`config.mk`:
```
export PLATFORM = sky130hd
export DESIGN_NAME = decode_issue
export DESIGN_NICKNAME = d
export VERILOG_FILES = /design/src/rtl/decode_issue_pkg.sv /design/src/rtl/decode_issue_insn_field_decode.sv /design/src/rtl/decode_issue.sv
export SDC_FILE = /design/constraint.sdc
export NUM_CORES = 1
export LEC_CHECK = 0
export CAP_MARGIN = 20
export CORE_MARGIN = 2
export CORE_UTILIZATION = 25
export CTS_BUF_LIST = sky130_fd_sc_hd__clkbuf_2 sky130_fd_sc_hd__clkbuf_4 sky130_fd_sc_hd__clkbuf_8
export CTS_CLUSTER_DIAMETER = 30
export CTS_CLUSTER_SIZE = 40
export DETAILED_ROUTE_END_ITERATION = 8
export GPL_TIMING_DRIVEN = 0
export PLACE_DENSITY = 0.47
export SYNTH_ARGS = -nofsm -noshare
export SYNTH_HDL_FRONTEND = slang
export SYNTH_SLANG_ARGS = --single-unit
export TNS_END_PERCENT = 10
```
`constraint.sdc`:
```
create_clock -name clk -period 8.44 [get_ports clk]
set_input_delay 1.688 -clock clk [delete_from_list [all_inputs] [get_ports clk]]
set_output_delay 1.688 -clock clk [all_outputs]
set_load 0.03 [all_outputs]
```
`src/rtl/decode_issue_pkg.sv`:
```
// rtl/decode_issue_pkg.sv - instruction field widths, positions, opecode values and shared types
//
// Purpose: single home for the instruction-format constants used by decode_issue
//   and its field decoder, plus the operand bundle type and skid-buffer state type.
// Ports: none (package).
package decode_issue_pkg;

  localparam int LEN_INSN    = 32;
  localparam int LEN_REG     = 32;
  localparam int LEN_OPECODE = 6;
  localparam int LEN_IMMF    = 1;
  localparam int LEN_CC      = 4;
  localparam int LEN_REGADDR = 5;
  localparam int LEN_IMM     = 16;
  localparam int LEN_IMM_EX  = 32;

  // Field LSB positions; imm overlays rs in the low half of the word.
  localparam int POS_OPECODE = 26;
  localparam int POS_IMMF    = 25;
  localparam int POS_CC      = 21;
  localparam int POS_RD      = 16;
  localparam int POS_RS      = 11;
  localparam int POS_IMM     = 0;

  localparam logic [LEN_OPECODE-1:0] OPECODE_ADD = 6'h00;
  localparam logic [LEN_OPECODE-1:0] OPECODE_SUB = 6'h01;
  localparam logic [LEN_OPECODE-1:0] OPECODE_AND = 6'h02;
  localparam logic [LEN_OPECODE-1:0] OPECODE_OR  = 6'h03;
  localparam logic [LEN_OPECODE-1:0] OPECODE_XOR = 6'h04;
  localparam logic [LEN_OPECODE-1:0] OPECODE_NOT = 6'h05;
  localparam logic [LEN_OPECODE-1:0] OPECODE_SHL = 6'h06;
  localparam logic [LEN_OPECODE-1:0] OPECODE_SHR = 6'h07;
  localparam logic [LEN_OPECODE-1:0] OPECODE_SRA = 6'h08;
  localparam logic [LEN_OPECODE-1:0] OPECODE_MUL = 6'h09;
  localparam logic [LEN_OPECODE-1:0] OPECODE_LD  = 6'h10;
  localparam logic [LEN_OPECODE-1:0] OPECODE_ST  = 6'h11;
  localparam logic [LEN_OPECODE-1:0] OPECODE_B   = 6'h14;
  localparam logic [LEN_OPECODE-1:0] OPECODE_BL  = 6'h15;
  localparam logic [LEN_OPECODE-1:0] OPECODE_JR  = 6'h16;
  localparam logic [LEN_OPECODE-1:0] OPECODE_NOP = 6'h3E;

  function automatic logic is_defined_opecode(input logic [LEN_OPECODE-1:0] op);
    case (op)
      OPECODE_ADD, OPECODE_SUB, OPECODE_AND, OPECODE_OR, OPECODE_XOR,
      OPECODE_NOT, OPECODE_SHL, OPECODE_SHR, OPECODE_SRA, OPECODE_MUL,
      OPECODE_LD, OPECODE_ST, OPECODE_B, OPECODE_BL, OPECODE_JR,
      OPECODE_NOP: return 1'b1;
      default:     return 1'b0;
    endcase
  endfunction

  typedef struct packed {
    logic [LEN_OPECODE-1:0] opecode;
    logic [LEN_IMMF-1:0]    immf;
    logic [LEN_CC-1:0]      cc;
    logic [LEN_REG-1:0]     data_rd;
    logic [LEN_REG-1:0]     data_rs;
    logic [LEN_IMM_EX-1:0]  imm_ex;
  } bundle_t;

  typedef enum logic [1:0] {
    SKID_EMPTY = 2'd0,
    SKID_ONE   = 2'd1,
    SKID_FULL  = 2'd2
  } skid_state_t;

endpackage

```
`src/rtl/decode_issue_insn_field_decode.sv`:
```
// rtl/decode_issue_insn_field_decode.sv - combinational instruction field splitter
//
// Purpose: slice an instruction word into its fields and flag undefined opecodes.
// Ports:
//   insn    in   LEN_INSN     instruction word
//   opecode out  LEN_OPECODE  [31:26]
//   immf    out  LEN_IMMF     [25]
//   cc      out  LEN_CC       [24:21]
//   rd      out  LEN_REGADDR  [20:16]
//   rs      out  LEN_REGADDR  [15:11]
//   imm_ex  out  LEN_IMM_EX   sign-extended [15:0]
//   illegal out  1            opecode outside the defined set
module insn_field_decode
  import decode_issue_pkg::*;
(
  input  logic [LEN_INSN-1:0]    insn,
  output logic [LEN_OPECODE-1:0] opecode,
  output logic [LEN_IMMF-1:0]    immf,
  output logic [LEN_CC-1:0]      cc,
  output logic [LEN_REGADDR-1:0] rd,
  output logic [LEN_REGADDR-1:0] rs,
  output logic [LEN_IMM_EX-1:0]  imm_ex,
  output logic                   illegal
);

  logic [LEN_IMM-1:0] imm;

  assign opecode = insn[POS_OPECODE +: LEN_OPECODE];
  assign immf    = insn[POS_IMMF    +: LEN_IMMF];
  assign cc      = insn[POS_CC      +: LEN_CC];
  assign rd      = insn[POS_RD      +: LEN_REGADDR];
  assign rs      = insn[POS_RS      +: LEN_REGADDR];
  assign imm     = insn[POS_IMM     +: LEN_IMM];

  assign imm_ex  = {{(LEN_IMM_EX-LEN_IMM){imm[LEN_IMM-1]}}, imm};
  assign illegal = ~is_defined_opecode(opecode);

endmodule

```
`src/rtl/decode_issue.sv`:
```
// rtl/decode_issue.sv - decode, operand read with writeback bypass, two-entry skid buffer to execute
//
// Purpose: accept instruction words from fetch, decode them, read rd/rs from the
//   register file (bypassing a same-cycle writeback) and hand one operand bundle
//   per transfer to execute. in_ready and all bundle outputs are registers.
// Ports:
//   clk, rst                    clock (rising), async active-high reset
//   in_valid/in_ready/in_insn   instruction input handshake
//   rf_raddr_rd/rf_raddr_rs     regfile read addresses (combinational from in_insn)
//   rf_rdata_rd/rf_rdata_rs     regfile read data (asynchronous read)
//   wb_we/wb_addr/wb_data       writeback port, used for bypass
//   out_valid/out_ready         bundle output handshake
//   opecode/immf/cc/data_rd/data_rs/imm_ex  operand bundle
//   illegal                     sticky: an undefined opecode was accepted
module decode_issue
  import decode_issue_pkg::*;
(
  input  logic                   clk,
  input  logic                   rst,
  input  logic                   in_valid,
  output logic                   in_ready,
  input  logic [LEN_INSN-1:0]    in_insn,
  output logic [LEN_REGADDR-1:0] rf_raddr_rd,
  output logic [LEN_REGADDR-1:0] rf_raddr_rs,
  input  logic [LEN_REG-1:0]     rf_rdata_rd,
  input  logic [LEN_REG-1:0]     rf_rdata_rs,
  input  logic                   wb_we,
  input  logic [LEN_REGADDR-1:0] wb_addr,
  input  logic [LEN_REG-1:0]     wb_data,
  output logic                   out_valid,
  input  logic                   out_ready,
  output logic [LEN_OPECODE-1:0] opecode,
  output logic [LEN_IMMF-1:0]    immf,
  output logic [LEN_CC-1:0]      cc,
  output logic [LEN_REG-1:0]     data_rd,
  output logic [LEN_REG-1:0]     data_rs,
  output logic [LEN_IMM_EX-1:0]  imm_ex,
  output logic                   illegal
);

  logic [LEN_OPECODE-1:0] dec_opecode;
  logic [LEN_IMMF-1:0]    dec_immf;
  logic [LEN_CC-1:0]      dec_cc;
  logic [LEN_REGADDR-1:0] dec_rd;
  logic [LEN_REGADDR-1:0] dec_rs;
  logic [LEN_IMM_EX-1:0]  dec_imm_ex;
  logic                   dec_illegal;

  insn_field_decode u_field_decode (
    .insn    (in_insn),
    .opecode (dec_opecode),
    .immf    (dec_immf),
    .cc      (dec_cc),
    .rd      (dec_rd),
    .rs      (dec_rs),
    .imm_ex  (dec_imm_ex),
    .illegal (dec_illegal)
  );

  assign rf_raddr_rd = dec_rd;
  assign rf_raddr_rs = dec_rs;

  // Operand selection for the word being accepted this cycle. r0 is hardwired
  // zero, so it wins over both the regfile and the bypass.
  logic [LEN_REG-1:0] opnd_rd;
  logic [LEN_REG-1:0] opnd_rs;
  bundle_t            new_bundle;

  always_comb begin
    opnd_rd = rf_rdata_rd;
    if (wb_we && (wb_addr == dec_rd)) opnd_rd = wb_data;
    if (dec_rd == '0)                 opnd_rd = '0;

    opnd_rs = rf_rdata_rs;
    if (wb_we && (wb_addr == dec_rs)) opnd_rs = wb_data;
    if (dec_rs == '0)                 opnd_rs = '0;
    // With immf set the rs field is really immediate bits; don't leak a register.
    if (dec_immf != '0)               opnd_rs = '0;

    new_bundle         = '0;
    new_bundle.opecode = dec_opecode;
    new_bundle.immf    = dec_immf;
    new_bundle.cc      = dec_cc;
    new_bundle.data_rd = opnd_rd;
    new_bundle.data_rs = opnd_rs;
    new_bundle.imm_ex  = dec_imm_ex;
  end

  skid_state_t state;
  bundle_t     main_q;
  bundle_t     skid_q;
  logic        accept;
  logic        drain;

  assign accept = in_valid & in_ready;
  assign drain  = out_valid & out_ready;

  // main_q always drives the outputs; skid_q only catches the one bundle that
  // arrives while main_q is stalled, which is what lets in_ready be registered.
  always_ff @(posedge clk or posedge rst) begin
    if (rst) begin
      state     <= SKID_EMPTY;
      main_q    <= '0;
      skid_q    <= '0;
      in_ready  <= 1'b1;
      out_valid <= 1'b0;
      illegal   <= 1'b0;
    end else begin
      if (accept && dec_illegal) illegal <= 1'b1;

      case (state)
        SKID_EMPTY: begin
          if (accept) begin
            main_q    <= new_bundle;
            out_valid <= 1'b1;
            state     <= SKID_ONE;
          end
        end
        SKID_ONE: begin
          if (accept && drain) begin
            main_q <= new_bundle;
          end else if (accept) begin
            skid_q   <= new_bundle;
            in_ready <= 1'b0;
            state    <= SKID_FULL;
          end else if (drain) begin
            out_valid <= 1'b0;
            state     <= SKID_EMPTY;
          end
        end
        SKID_FULL: begin
          if (drain) begin
            main_q   <= skid_q;
            in_ready <= 1'b1;
            state    <= SKID_ONE;
          end
        end
        default: begin
          in_ready  <= 1'b1;
          out_valid <= 1'b0;
          state     <= SKID_EMPTY;
        end
      endcase
    end
  end

  assign opecode = main_q.opecode;
  assign immf    = main_q.immf;
  assign cc      = main_q.cc;
  assign data_rd = main_q.data_rd;
  assign data_rs = main_q.data_rs;
  assign imm_ex  = main_q.imm_ex;

endmodule

```
[Word-level counts from Yosys, hierarchy flattened]
Memory sizes are Yosys's and may differ from the RTL's.
Index checks and enable logic that the tools add are counted.
Storage, ports and cells
  register bits after elaboration: 203
  memory bits (read-only): 64
  bits of input ports: 138
  output and inout port bits: 120
  logic and storage cells: 72
  memories: 1
Operators by class
  eq/ne operators: 12
  muxes and demuxes: 24
  bitwise logic cells: 6
  reductions and logical operators: 13
Memory list
  (no name shown): words 64, width 1, rd ports 1, clocked after Yosys merged registers in 0, wr ports 0, line decode_issue_pkg.sv:43  | case (op)
Operator list (number)
  $mux 107: 3
  $pmux 107 s3: 1
  $mux 32: 5
  $ne 2x2->1 const B: 7
  $reduce_and 4->1: 3
  $eq 5x5->1: 2
  $logic_not 5->1: 2
  $mux 2: 5
  $mux 1: 7
  $pmux 1 s3: 2
  $pmux 2 s3: 1
  $reduce_and 5->1: 1
  $logic_and 1x1->1: 4
  $not 1->1: 4
  $ne 3x3->1 const B: 1
  $reduce_and 3->1: 1
  $reduce_bool 3->1: 1
  $and 1x1->1: 2
  $eq 2x1->1 const B: 1
  $eq 2x2->1 const B: 1
  $logic_not 2->1: 1

[Longest topological paths before layout]
Gate-level depths: netlist (run 1).
  depth after elaboration: 7
  depth in mapped cells: 8
  depth with buffers taken out: 4

[Hierarchy]
Synthesis (run 1) repeated with hierarchy kept, for this count alone.
Second synthesis, totals
  cell total of the unflattened synthesis: 1321
  area total of the unflattened synthesis: 11636.2 um2
Modules (own cells, without submodules)
  decode_issue: instances 1, cells each 1262, area each 11198.2 um2, sequential area each 5481.5 um2
  insn_field_decode: instances 1, cells each 59, area each 437.9 um2, sequential area each 0.0 um2

[Worst setup path after synthesis (run 1)]
Ideal clock, no wire load.
  kind: input to output
  start: input in_insn[16]
  end: output rf_raddr_rd[0]
  arrival time: 1833 ps
  data required time: 6752 ps
  slack: 4919 ps
  cell stages on the path: 1
  path buffers: 1
  path through: buf_4
RTL lines
  start, declared: line decode_issue.sv:22  | input logic [LEN_INSN-1:0] in_insn,
  end, declared: line decode_issue.sv:23  | output logic [LEN_REGADDR-1:0] rf_raddr_rd,
No word-level cell between the ends.

[Final worst setup path (run 1)]
  start: input in_insn[15]
  end: output rf_raddr_rs[4]
RTL lines
  end, declared: line decode_issue.sv:24  | output logic [LEN_REGADDR-1:0] rf_raddr_rs,
No word-level cell between the ends.

==> reports/metrics.cfg, run 1 <==
[outcome]
outcome = finished, final reports clean

[global_routing]
track_usage_pct = 20.7
gr-total-overflow = 0
grt_start_max_net_pins = 98
grt_pass1_wl_mm = 67.6
first_global_vias = 10418
antenna_found_initial = 2

[cts]
ctsHoldBuffers = 0
cts_resized = 0
ctsLongestPathBuffers = 2
cts_inserted_buffers = 17
cts_sinks = 187
cts.htree.levels = 4
cts.clk_slew.worst_paths_ps = 110
clockRootBuffer = clkbuf_8
clk_latency_ps = 530
tritoncts = done
cts_setup_buffers = 0

[route]
drt_iter0_markers = 952
ant_nets = 0
routed_wl_mm = 45.6
post_drt_via_cell_ratio = 5.21
num_vias = 10371
drc = 0
wire_per_inst_um = 22.9
dr.pass1.iters = 5

[pwr]
powerDensity_nw_per_um2 = 126
irDropWorstVdd_mv = 0.0851
power.leakage_nw = 5.84

[worst_hold_path]
min_from = skid_q[7]
holdPathStages = 2
hp-class = reg2reg

[timing]
final.setup_skew_ps = 21.3
timing.final.hold_violations = 0
drv_slew = 0
fmax_ghz = 0.203
fin_crit_sh_pct = 58.4
relSlewSlack_pct = 41.4
worstMarginPinSlew_ps = 875
setup_viol = 0
rsz0062_at_grt = false
fin_crit_ps = 4930

[cells_and_area]
layout.cells.non_filler = 1991
area_growth_pct = 35.0
antenna_cells = 0
drive_gt1_share_pct = 12.7
layout.nets = 1577
finalInstanceArea_um2 = 14200

[worst_setup_path]
path_class = in2out
cp_data_arrival_time_ps = 3240
r2r_cells = 6
worstPathRequired_ps = 6750
r2r_start = state[1]
critPathLaunch = in_insn[15]
critPathMaxFanout = 5
cp-start-kind = input pin
end_kind = output pin

[placed_design]
gp_congestion = 0.856
io_buffers = 256
placed_cell_area_um2 = 13800
dp_hpwl_mm = 33.9
place_inst = 1959

[synth]
synthCells = 1163
yosysUniqueCellTypes = 43
synth_top_area_share_pct = 44.2
async_reset_ff_share_pct = 100
synth_warnings = 0
ys_ff_latch = 187
synth-edff-count = 0
yosys.area.top_type = dfrtp_1
synth_flop_cell = dfrtp_1
syn_area_per_cell_um2 = 9.04
seq_area_frac_synth_pct = 44.5
syn-num-nets = 1301
ys_top_cells_by_area = dfrtp_1, a211oi_2, a211oi_1, nor2_1, nand2_1
synth_area_um2 = 10500

[die]
pin_count = 258
core_um2 = 41800
die_area_um2 = 43700
die_h_um = 209
die_x_um = 209
rows = 75
start_util_pct = 25.2

[job]
max_cap_viol_count = 0

[metrics by stage]
step / power [W] / TNS [ps] / hold WS [ps] / worst slack, ps / util (%)
after floorplan: 0.00100 / 0 / 445 / 1670 / -
after global placement: 0.00114 / -316980 / 458 / -1720 / 32.9
after detailed placement: 0.00114 / 0 / 462 / 3500 / 33.0
after CTS: 0.00180 / 0 / 487 / 3460 / 34.0
after global routing: 0.00185 / 0 / 514 / 3460 / 34.0
final: 0.00179 / 0 / 487 / 3510 / 34.0
[layout make-up]
class | count | area (um2)
Buffer | 138 | 787
Clock inverter | 14 | 158
Sequential cell | 187 | 4680
Inverter | 10 | 45.0
Multi-Input combinational cell | 828 | 5010
Tap cell | 539 | 674
Clock buffer | 18 | 248
Fill cell | 4375 | 27600
Timing Repair Buffer | 257 | 2590
[worst paths after layout]
| path | end | slack (ps) |
|---|---|---|
| min | skid_q[7] | 490 |
| min in group asynchronous | data_rd[1] | 1690 |
| max | rf_raddr_rs[4] | 3510 |
| max reg2reg | data_rd[6] | 6010 |
| min reg2reg | skid_q[7] | 490 |
| max in group asynchronous | data_rs[15] | 5780 |
[synth_stat cells, drive strengths merged (10+ instances only)]
cell type  instances
a21oi             94
a211oi           149
nand2            145
inv               10
buf               84
mux2i             26
o21ai            126
dfrtp            186
a221oi            57
clkbuf            54
a31oi             11
nor2             159
[power breakdown]
part | switching [W] | internal [W]
clock | 0.000393 | 0.000278
sequential | 0 | 0.000895
combinational | 0.000138 | 0.0000868
total | 0.000531 | 0.00126
[logic make-up after synthesis]
logic type	share of synthesized area (%)
AO/OA/AOI/OAI	31.3
AND/OR/NAND/NOR	13.0
flip-flops	44.5
buffers and inverters	7.84
multiplexers	2.47
XOR/XNOR	0.833
[metal layers]
layer | wire length (um) | GRT usage [%] | vias up | share of wire (%)
met2 | 19900 | 31.5 | 491 | 44
met1 | 21100 | 28.9 | 5059 | 46
met4 | 1370 | 6.87 | 4 | 3.0
met3 | 3240 | 4.66 | 68 | 7.1
li1 | - | - | 4749 | -
met5 | 21 | 0 | - | 0.046
[worst max-delay path, cell delays in order]
cell and delay, ps:
clkdlybuf4s50_1 720, buf_4 180, clkdlybuf4s50_1 650
[sequential cells by signal (all words and copies together), names as in the netlist]
| signal | cells |
|---|---|
| out_valid | 1 |
| data_rd | 32 |
| state | 2 |
| imm_ex | 16 |
| cc | 4 |
| skid_q | 91 |
| in_ready | 1 |
| immf | 1 |
| opecode | 6 |
| data_rs | 32 |
| illegal | 1 |
[placed cells by master, fill, tap and decap left out, drive strengths merged, types with 7 or more instances in the layout]
| master | instances |
|---|---|
| a211oi | 149 |
| a21oi | 94 |
| a221oi | 57 |
| a31oi | 11 |
| and2 | 8 |
| buf | 85 |
| clkbuf | 72 |
| clkdlybuf4s50 | 256 |
| dfrtp | 186 |
| inv | 17 |
| mux2i | 26 |
| nand2 | 145 |
| nor2 | 159 |
| o2111ai | 7 |
| o21ai | 126 |
| o31ai | 7 |
| xnor2 | 8 |
(Power assumes the default switching activity.)
==> run 2, diff against run 1 <==
Clock period 8.44 ns to 4.88 ns, I/O delays scaled along.
==> reports/metrics.cfg, run 2 (synthesis results as in run 1) <==
[outcome]
outcome = finished, final reports clean

[worst_hold_path]
min_to = illegal
min_from = illegal
holdPathStages = 1  ; -1
hp-class = reg2reg

[die]
start_util_pct = 25.2  ; unchanged
rows = 75  ; unchanged
die_x_um = 209  ; unchanged
core_um2 = 41800  ; unchanged
pin_count = 258  ; unchanged
die_h_um = 209  ; unchanged
die_area_um2 = 43700  ; unchanged

[worst_setup_path]
crit_path_frequent_cell = clkdlybuf4s50_1
path_class = in2out
cp_slowest_cell = clkdlybuf4s50_1
end_kind = output pin
rr_endpoint = data_rd[0]
worst_path_largest_cell_delay_ps = 740  ; +20 ps
cp_data_arrival_time_ps = 2550  ; -690 ps
worstPathCellList = clkdlybuf4s50_1 > buf_4 > clkdlybuf4s50_1
r2r_slack_ps = 2440  ; -3570 ps
r2r_cells = 6  ; unchanged
critPathMaxFanout = 5  ; unchanged
cp-start-kind = input pin
r2r_start = state[1]
worstPathRequired_ps = 3900  ; -2850 ps

[cts]
clockRootBuffer = clkbuf_8
cts.clk_slew.worst_paths_ps = 100  ; about the same
tritoncts = done
ctsHoldBuffers = 0  ; unchanged
cts_resized = 0  ; unchanged
cts_sinks = 187  ; unchanged
cts_setup_buffers = 0  ; unchanged
ctsLongestPathBuffers = 2  ; unchanged
cts.htree.levels = 4  ; unchanged
cts_inserted_buffers = 17  ; unchanged
clk_latency_ps = 500  ; -30 ps

[route]
dr.pass1.iters = 6  ; +1
num_vias = 10399  ; +0.27%
post_drt_via_cell_ratio = 5.21  ; about the same
ant_nets = 0  ; unchanged
routed_wl_mm = 45.7  ; about the same
wire_per_inst_um = 22.9  ; -0.13%
drc = 0  ; unchanged
drt_iter0_markers = 742  ; -22%

[job]
max_cap_viol_count = 0  ; unchanged

[placed_design]
io_buffers = 256  ; unchanged
placed_cell_area_um2 = 13900  ; +0.50%
place_inst = 1963  ; +0.20%
dp_hpwl_mm = 34.1  ; +0.58%
gp_congestion = 0.857  ; about the same

[global_routing]
gr-total-overflow = 0  ; unchanged
grt_start_max_net_pins = 39  ; -60%
grt_pass1_wl_mm = 68.1  ; +0.74%
antenna_found_initial = 0  ; -2
track_usage_pct = 20.7  ; +0.045 points
first_global_vias = 10552  ; +1.3%

[timing]
relSlewSlack_pct = 39.1  ; -2.4 points
fin_crit_sh_pct = 72.3
final.setup_skew_ps = 13.6  ; -7.61 ps
rsz0062_at_grt = false
timing.final.hold_violations = 0  ; unchanged
fmax_ghz = 0.283
setup_viol = 0  ; unchanged
worstMarginPinSlew_ps = 911  ; +35.9 ps
drv_slew = 0  ; unchanged
fin_crit_ps = 3530

[cells_and_area]
final_cell_mix = clkdlybuf4s50_1, dfrtp_1, nor2_1
nFillCells = 4314  ; -1.4%
drive_gt1_share_pct = 13.0  ; +0.24 points
max_flop_register = skid_q
area_growth_pct = 35.6
final_util_pct = 34.2  ; +0.17 points
finalInstanceArea_um2 = 14300  ; +0.51%
seq_area_um2 = 4680  ; unchanged
multi_input_area_um2 = 5010  ; unchanged
layout.cells.non_filler = 1995  ; +0.20%
largest_reg_flops = 91  ; unchanged
final_common_cell = clkdlybuf4s50_1
layout.nets = 1581  ; +0.25%
antenna_cells = 0  ; unchanged

[pwr]
irDropWorstVdd_mv = 0.144  ; +69%
powerDensity_nw_per_um2 = 217  ; +72%
power.leakage_nw = 5.88  ; +0.61%

## run 2: layer usage
metal	vias to the layer above	track usage, %	share of wire, %
met5	-	0	0
met4	0	8.77	4.1
met3	82	4.43	7.1
met2	493	31.0	43
met1	5060	28.9	45
li1	4764	-	-
## run 2: area by class of cell
class / instances / share of cell area, %
flip-flops and latches: 187 / 32.8
plain buffers: 138 / 5.52
clock buffers: 17 / 1.64
multi-input cells: 828 / 35.1
inverters: 10 / 0.289
repair buffers: 261 / 18.7
clock inverters: 15 / 1.23
well taps: 539 / 4.73
## run 2: worst max path at each step
stage	from	endpoint	slack, ps	depth (start not counted)
floorplan	rst	cc[0]	1500	1
global placement	rst	data_rs[15]	-470	2
detailed placement	in_insn[14]	skid_q[32]	1110	6
CTS	in_insn[12]	rf_raddr_rs[1]	1360	3
global route	in_insn[12]	rf_raddr_rs[1]	1340	3
finish	in_insn[15]	rf_raddr_rs[4]	1350	3
## run 2: where the power goes
group          switching (W)  internal [W]  leakage [nW]
Combinational       0.000238      0.000156          3.09
Sequential                 0       0.00155          2.57
Clock               0.000682      0.000476         0.211
Total               0.000920       0.00218          5.88
## run 2: worst max-delay path, delay by kind of cell
family                 cells  cell delay [ps]
buffers and inverters      3             1570
## run 2: metrics by stage
| step | total power, W | TNS, ps | hold WS [ps] | worst slack [ps] |
|---|---|---|---|---|
| global route | 0.00323 | 0 | 504 | 1340 |
| CTS | 0.00312 | 0 | 475 | 1360 |
| detailed placement | 0.00197 | 0 | 453 | 1110 |
| floorplan | 0.00174 | 0 | 445 | 1500 |
| finish | 0.00310 | 0 | 472 | 1350 |
| global placement | 0.00196 | -84680 | 450 | -471 |
==> run 3, diff against run 2 <==
Settings changed: PLACE_DENSITY 0.47 to 0.49.
Clock period 4.88 ns to 3.2 ns, I/O delays scaled along.
==> reports/metrics.cfg, run 3 (synthesis results as in run 1) <==
[route]
wire_per_inst_um = 22.5  ; -1.8%
routed_wl_mm = 44.9  ; -1.8%
drc = 0  ; unchanged
dr.pass1.iters = 5  ; -1
post_drt_via_cell_ratio = 5.25  ; +0.63%
drt_iter0_markers = 770  ; +3.8%
ant_nets = 0  ; unchanged
num_vias = 10465  ; +0.63%

[global_routing]
first_global_vias = 10719  ; +1.6%
grt_util_met3_pct = 3.95  ; -0.48 points
track_usage_pct = 20.4  ; -0.28 points
grt_pass1_wl_mm = 67.8  ; -0.40%
grt_start_max_net_pins = 36  ; -7.7%
gr-total-overflow = 0  ; unchanged
met2_usage_pct = 31.3  ; +0.28 points
antenna_found_initial = 0  ; unchanged
grt_util_met1_pct = 28.5  ; -0.41 points
grt_busiest_layer = met2

[worst_setup_path]
critPathMaxFanout = 10  ; +5
end_kind = register
cp-start-kind = input pin
worstPathRequired_ps = 3610  ; -290 ps
cp_data_arrival_time_ps = 3420  ; +870 ps
path_class = in2reg

[die]
core_um2 = 41800  ; unchanged
die_area_um2 = 43700  ; unchanged
pin_count = 258  ; unchanged
rows = 75  ; unchanged
start_util_pct = 25.2  ; unchanged
die_h_um = 209  ; unchanged
die_x_um = 209  ; unchanged

[timing]
fin_crit_ps = 3010
setup_viol = 0  ; unchanged
fmax_ghz = 0.332
timing.final.hold_violations = 0  ; unchanged
drv_slew = 0  ; unchanged
final.setup_skew_ps = 17.2  ; +3.52 ps
worstMarginPinSlew_ps = 854  ; -57.5 ps
fin_crit_sh_pct = 94.1
relSlewSlack_pct = 43.0  ; +3.9 points
rsz0062_at_grt = false

[cells_and_area]
nFillCells = 4322  ; +0.19%
final_cell_mix = clkdlybuf4s50_1, dfrtp_1, nor2_1
layout.nets = 1581  ; unchanged
area_growth_pct = 35.4
multi_input_area_um2 = 5010  ; unchanged
layout.cells.non_filler = 1995  ; unchanged
max_flop_register = skid_q
seq_area_um2 = 4680  ; unchanged
largest_reg_flops = 91  ; unchanged
final_common_cell = clkdlybuf4s50_1
antenna_cells = 0  ; unchanged
drive_gt1_share_pct = 13.0  ; unchanged

[job]
max_cap_viol_count = 0  ; unchanged

[cts]
cts_sinks = 187  ; unchanged
ctsLongestPathBuffers = 2  ; unchanged
tritoncts = done
clockRootBuffer = clkbuf_8
clk_latency_ps = 500  ; about the same
cts_inserted_buffers = 17  ; unchanged
ctsHoldBuffers = 0  ; unchanged
cts.htree.levels = 4  ; unchanged
cts_resized = 0  ; unchanged
cts.clk_slew.worst_paths_ps = 120  ; +20 ps
cts_setup_buffers = 0  ; unchanged

[pwr]
power.leakage_nw = 5.85  ; -0.37%
powerDensity_nw_per_um2 = 322  ; +48%
fin_total_pwr_w = 0.00459  ; +48%
irDropWorstVdd_mv = 0.279  ; +94%

[placed_design]
io_buffers = 256  ; unchanged
gp_congestion = 0.885  ; +3.3%
dp_hpwl_mm = 33.9  ; -0.41%
place_inst = 1963  ; unchanged

[outcome]
outcome = finished, final reports clean

[worst_hold_path]
hp-class = reg2reg

## run 3: changes by cell type in the layout (fill, tap and decap cells not counted), sizes merged
cell	before	now
bufinv	2	0
inv	18	16
clkinvlp	1	3
clkinv	4	6
## run 3: layer usage
metal | vias to the layer above | part of all wire (%)
met5 | - | 0
met4 | 0 | 3.6
met3 | 66 | 6.6
met2 | 444 | 44
met1 | 5193 | 46
li1 | 4762 | -
## run 3: final timing paths
path,from,cells after the start,slack [ps],endpoint
min reg2reg,illegal,1,470,illegal
min in group asynchronous,rst,2,650,data_rd[5]
max,in_insn[14],6,190,skid_q[53]
max reg2reg,state[1],6,840,data_rd[9]
min,illegal,1,470,illegal
max in group asynchronous,rst,4,1610,skid_q[58]
## run 3: final cells by class
cell class / count / area share [%]
Tap cell: 539 / 4.73
Timing Repair Buffer: 261 / 18.7
Clock buffer: 17 / 1.64
Buffer: 138 / 5.52
Clock inverter: 15 / 1.06
Inverter: 10 / 0.290
Sequential cell: 187 / 32.9
Multi-Input combinational cell: 828 / 35.2
## run 3: critical path: stages
cell             delay (ps)
clkdlybuf4s50_1         640
xor2_1                  700
nand2b_1                460
clkbuf_1                330
o21ai_0                 330
a211oi_1                300
## run 3: through the flow
stage          area (um2)  util (%)  setup slack, ps  TNS [ps]  hold WS, ps
3_3_place_gp        13800      32.9            -1820   -340390          452
5_1_grt             14200      34.1             61.6         0          507
2_1_floorplan       10500         -              154         0          445
6_report            14200      34.1              188         0          475
3_5_place_dp        13900      33.2             -264     -4580          451
4_1_cts             14200      34.1              273         0          471
## run 3: where the power goes
part           switching [W]  internal, W
clock                0.00105     0.000580
combinational       0.000364     0.000238
sequential                 0      0.00236
==> variant, RTL diff (flow settings as in run 1) <==
Change the package constant `LEN_CC` from 4 to 2.
--- a/src/rtl/decode_issue_pkg.sv
+++ b/src/rtl/decode_issue_pkg.sv
@@ -11,3 +11,3 @@
   localparam int LEN_IMMF    = 1;
-  localparam int LEN_CC      = 4;
+  localparam int LEN_CC      = 2;
   localparam int LEN_REGADDR = 5;
Ports: changed (resized cc); port bits go from 258 to 256. No check against the original RTL was run, so the function may have changed too.
==> variant against run 1 <==
Sequential cell count shrank 4; critical path depth is the same; area after synthesis shrank 0.73%; power shrank 3.5%; cell area shrank 0.95%; setup slack gained 76 ps; routed wire length grew 0.75%; synthesized cell count grew 0.60%; critical path type unchanged; largest cell class unchanged; largest power group unchanged.
==> variant: results (changes against run 1) <==
| Metric | Value |
|---|---|
| Status | `finished clean (unchanged)` |
| Global Route met2 Usage | `32.6% (was 31.5%)` |
| Worst Skew | `16.5 ps (was 21.3 ps)` |
| Hpwl dp | `34400 um (was 33900 um)` |
| Final Wtd Congestion | `0.840 (was 0.856)` |
| Crit path DAT | `3160 ps (was 3240 ps)` |
| Lkg Pwr | `5.77 nW (was 5.84 nW)` |
| Vias in the first global route | `10.5k (was 10.4k)` |
| Register area share after synthesis | `43.9% (was 44.5%)` |
| Total track usage | `20.9% (was 20.7%)` |
| Max reg flops | `89 (was 91)` |
| R2r startpoint | `state[0] (was state[1])` |
| Met3 WL | `2620 um (was 3240 um)` |
| First-pass GRT wire length | `68400 um (was 67600 um)` |
| Ranking of synthesized cells by area | `dfrtp_1, a211oi_1, nor2_1, a211oi_2, nand2_1 (was dfrtp_1, a211oi_2, a211oi_1, nor2_1, nand2_1)` |
| M3 GR Usage | `3.76% (was 4.66%)` |
| Peak VDD IR | `0.0887 mV (was 0.0851 mV)` |
| Drt initial violations | `901 (was 952)` |
| CP max stage delay | `650 ps (was 720 ps)` |
| Xor and xnor fraction of the mapped netlist area | `0.839% (was 0.833%)` |
| Ratio of cells with drive above 1 in the final layout | `12.5% (was 12.7%)` |
| Routed vias/inst | `5.19 (was 5.21)` |
| Critical Path Source | `in_insn[15] (unchanged)` |
| Worst Tran Pin Value | `787 ps (was 875 ps)` |
| GR met1 Demand/Resource | `28.9% (about the same)` |
| Compound-Gate Fraction of Synth Area | `30.9% (was 31.3%)` |
| Clock latency on the worst-skew pair | `480 ps (was 530 ps)` |
| Initial antenna violation count | `3 (was 2)` |
| Post-CTS Setup Repair Bufs | `0 (unchanged)` |
| Drt total wl | `46000 um (was 45600 um)` |
| # fillers | `4306 (was 4375)` |
| NumNets Final | `1580 (was 1577)` |
| WL met1 | `21300 um (was 21100 um)` |
| Syn nets | `1308 (was 1301)` |
| Psw | `496 uW (was 531 uW)` |
## variant: path summary, 6_finish.rpt
| path | end | depth (start not counted) | slack (ps) |
|---|---|---|---|
| worst min register to register | illegal | 1 | 480 |
| worst max register to register | skid_q[56] | 5 | 6100 |
| min in group asynchronous | opecode[4] | 2 | 1700 |
| worst max-delay path | rf_raddr_rs[4] | 3 | 3590 |
| max in group asynchronous | data_rd[3] | 3 | 5750 |
| worst min-delay path | illegal | 1 | 480 |
## variant: area by class of cell
cell class                 count  share of cell area [%]
inverter                      20                   0.587
buffer                       140                    5.50
tap                          532                    4.73
timing repair buffer         253                    18.1
clock inverter                 9                   0.667
antenna                        2                  0.0356
multi-input combinational    827                    35.7
clock buffer                  22                    2.11
sequential                   183                    32.6
## variant: worst reg2reg max path, stage by stage, from the launching register on
cell and delay, ps:
dfrtp_1 430, a21boi_1 380, nand2_1 350, nor2_1 370
clkbuf_1 550, a211oi_1 110
## variant: power by group through the flow
stage | registers [mW] | logic (mW) | clock network, mW
after detailed placement | 0.893 | 0.225 | 0
after global placement | 0.894 | 0.222 | 0
final | 0.876 | 0.225 | 0.627
after CTS | 0.876 | 0.226 | 0.643
after floorplan | 0.894 | 0.0914 | 0
after global routing | 0.876 | 0.241 | 0.672
## variant: through the flow
stage	power [mW]	utilization [%]	setup WS [ps]	cell area, um^2	instances
after floorplan	0.985	-	1780	10400	1170
after global placement	1.12	33.2	-1610	13600	1954
after detailed placement	1.12	33.3	3590	13700	1955
after CTS	1.74	34.3	3580	14100	1986
after global routing	1.79	34.3	3570	14100	1988
final	1.73	34.3	3590	14100	1988
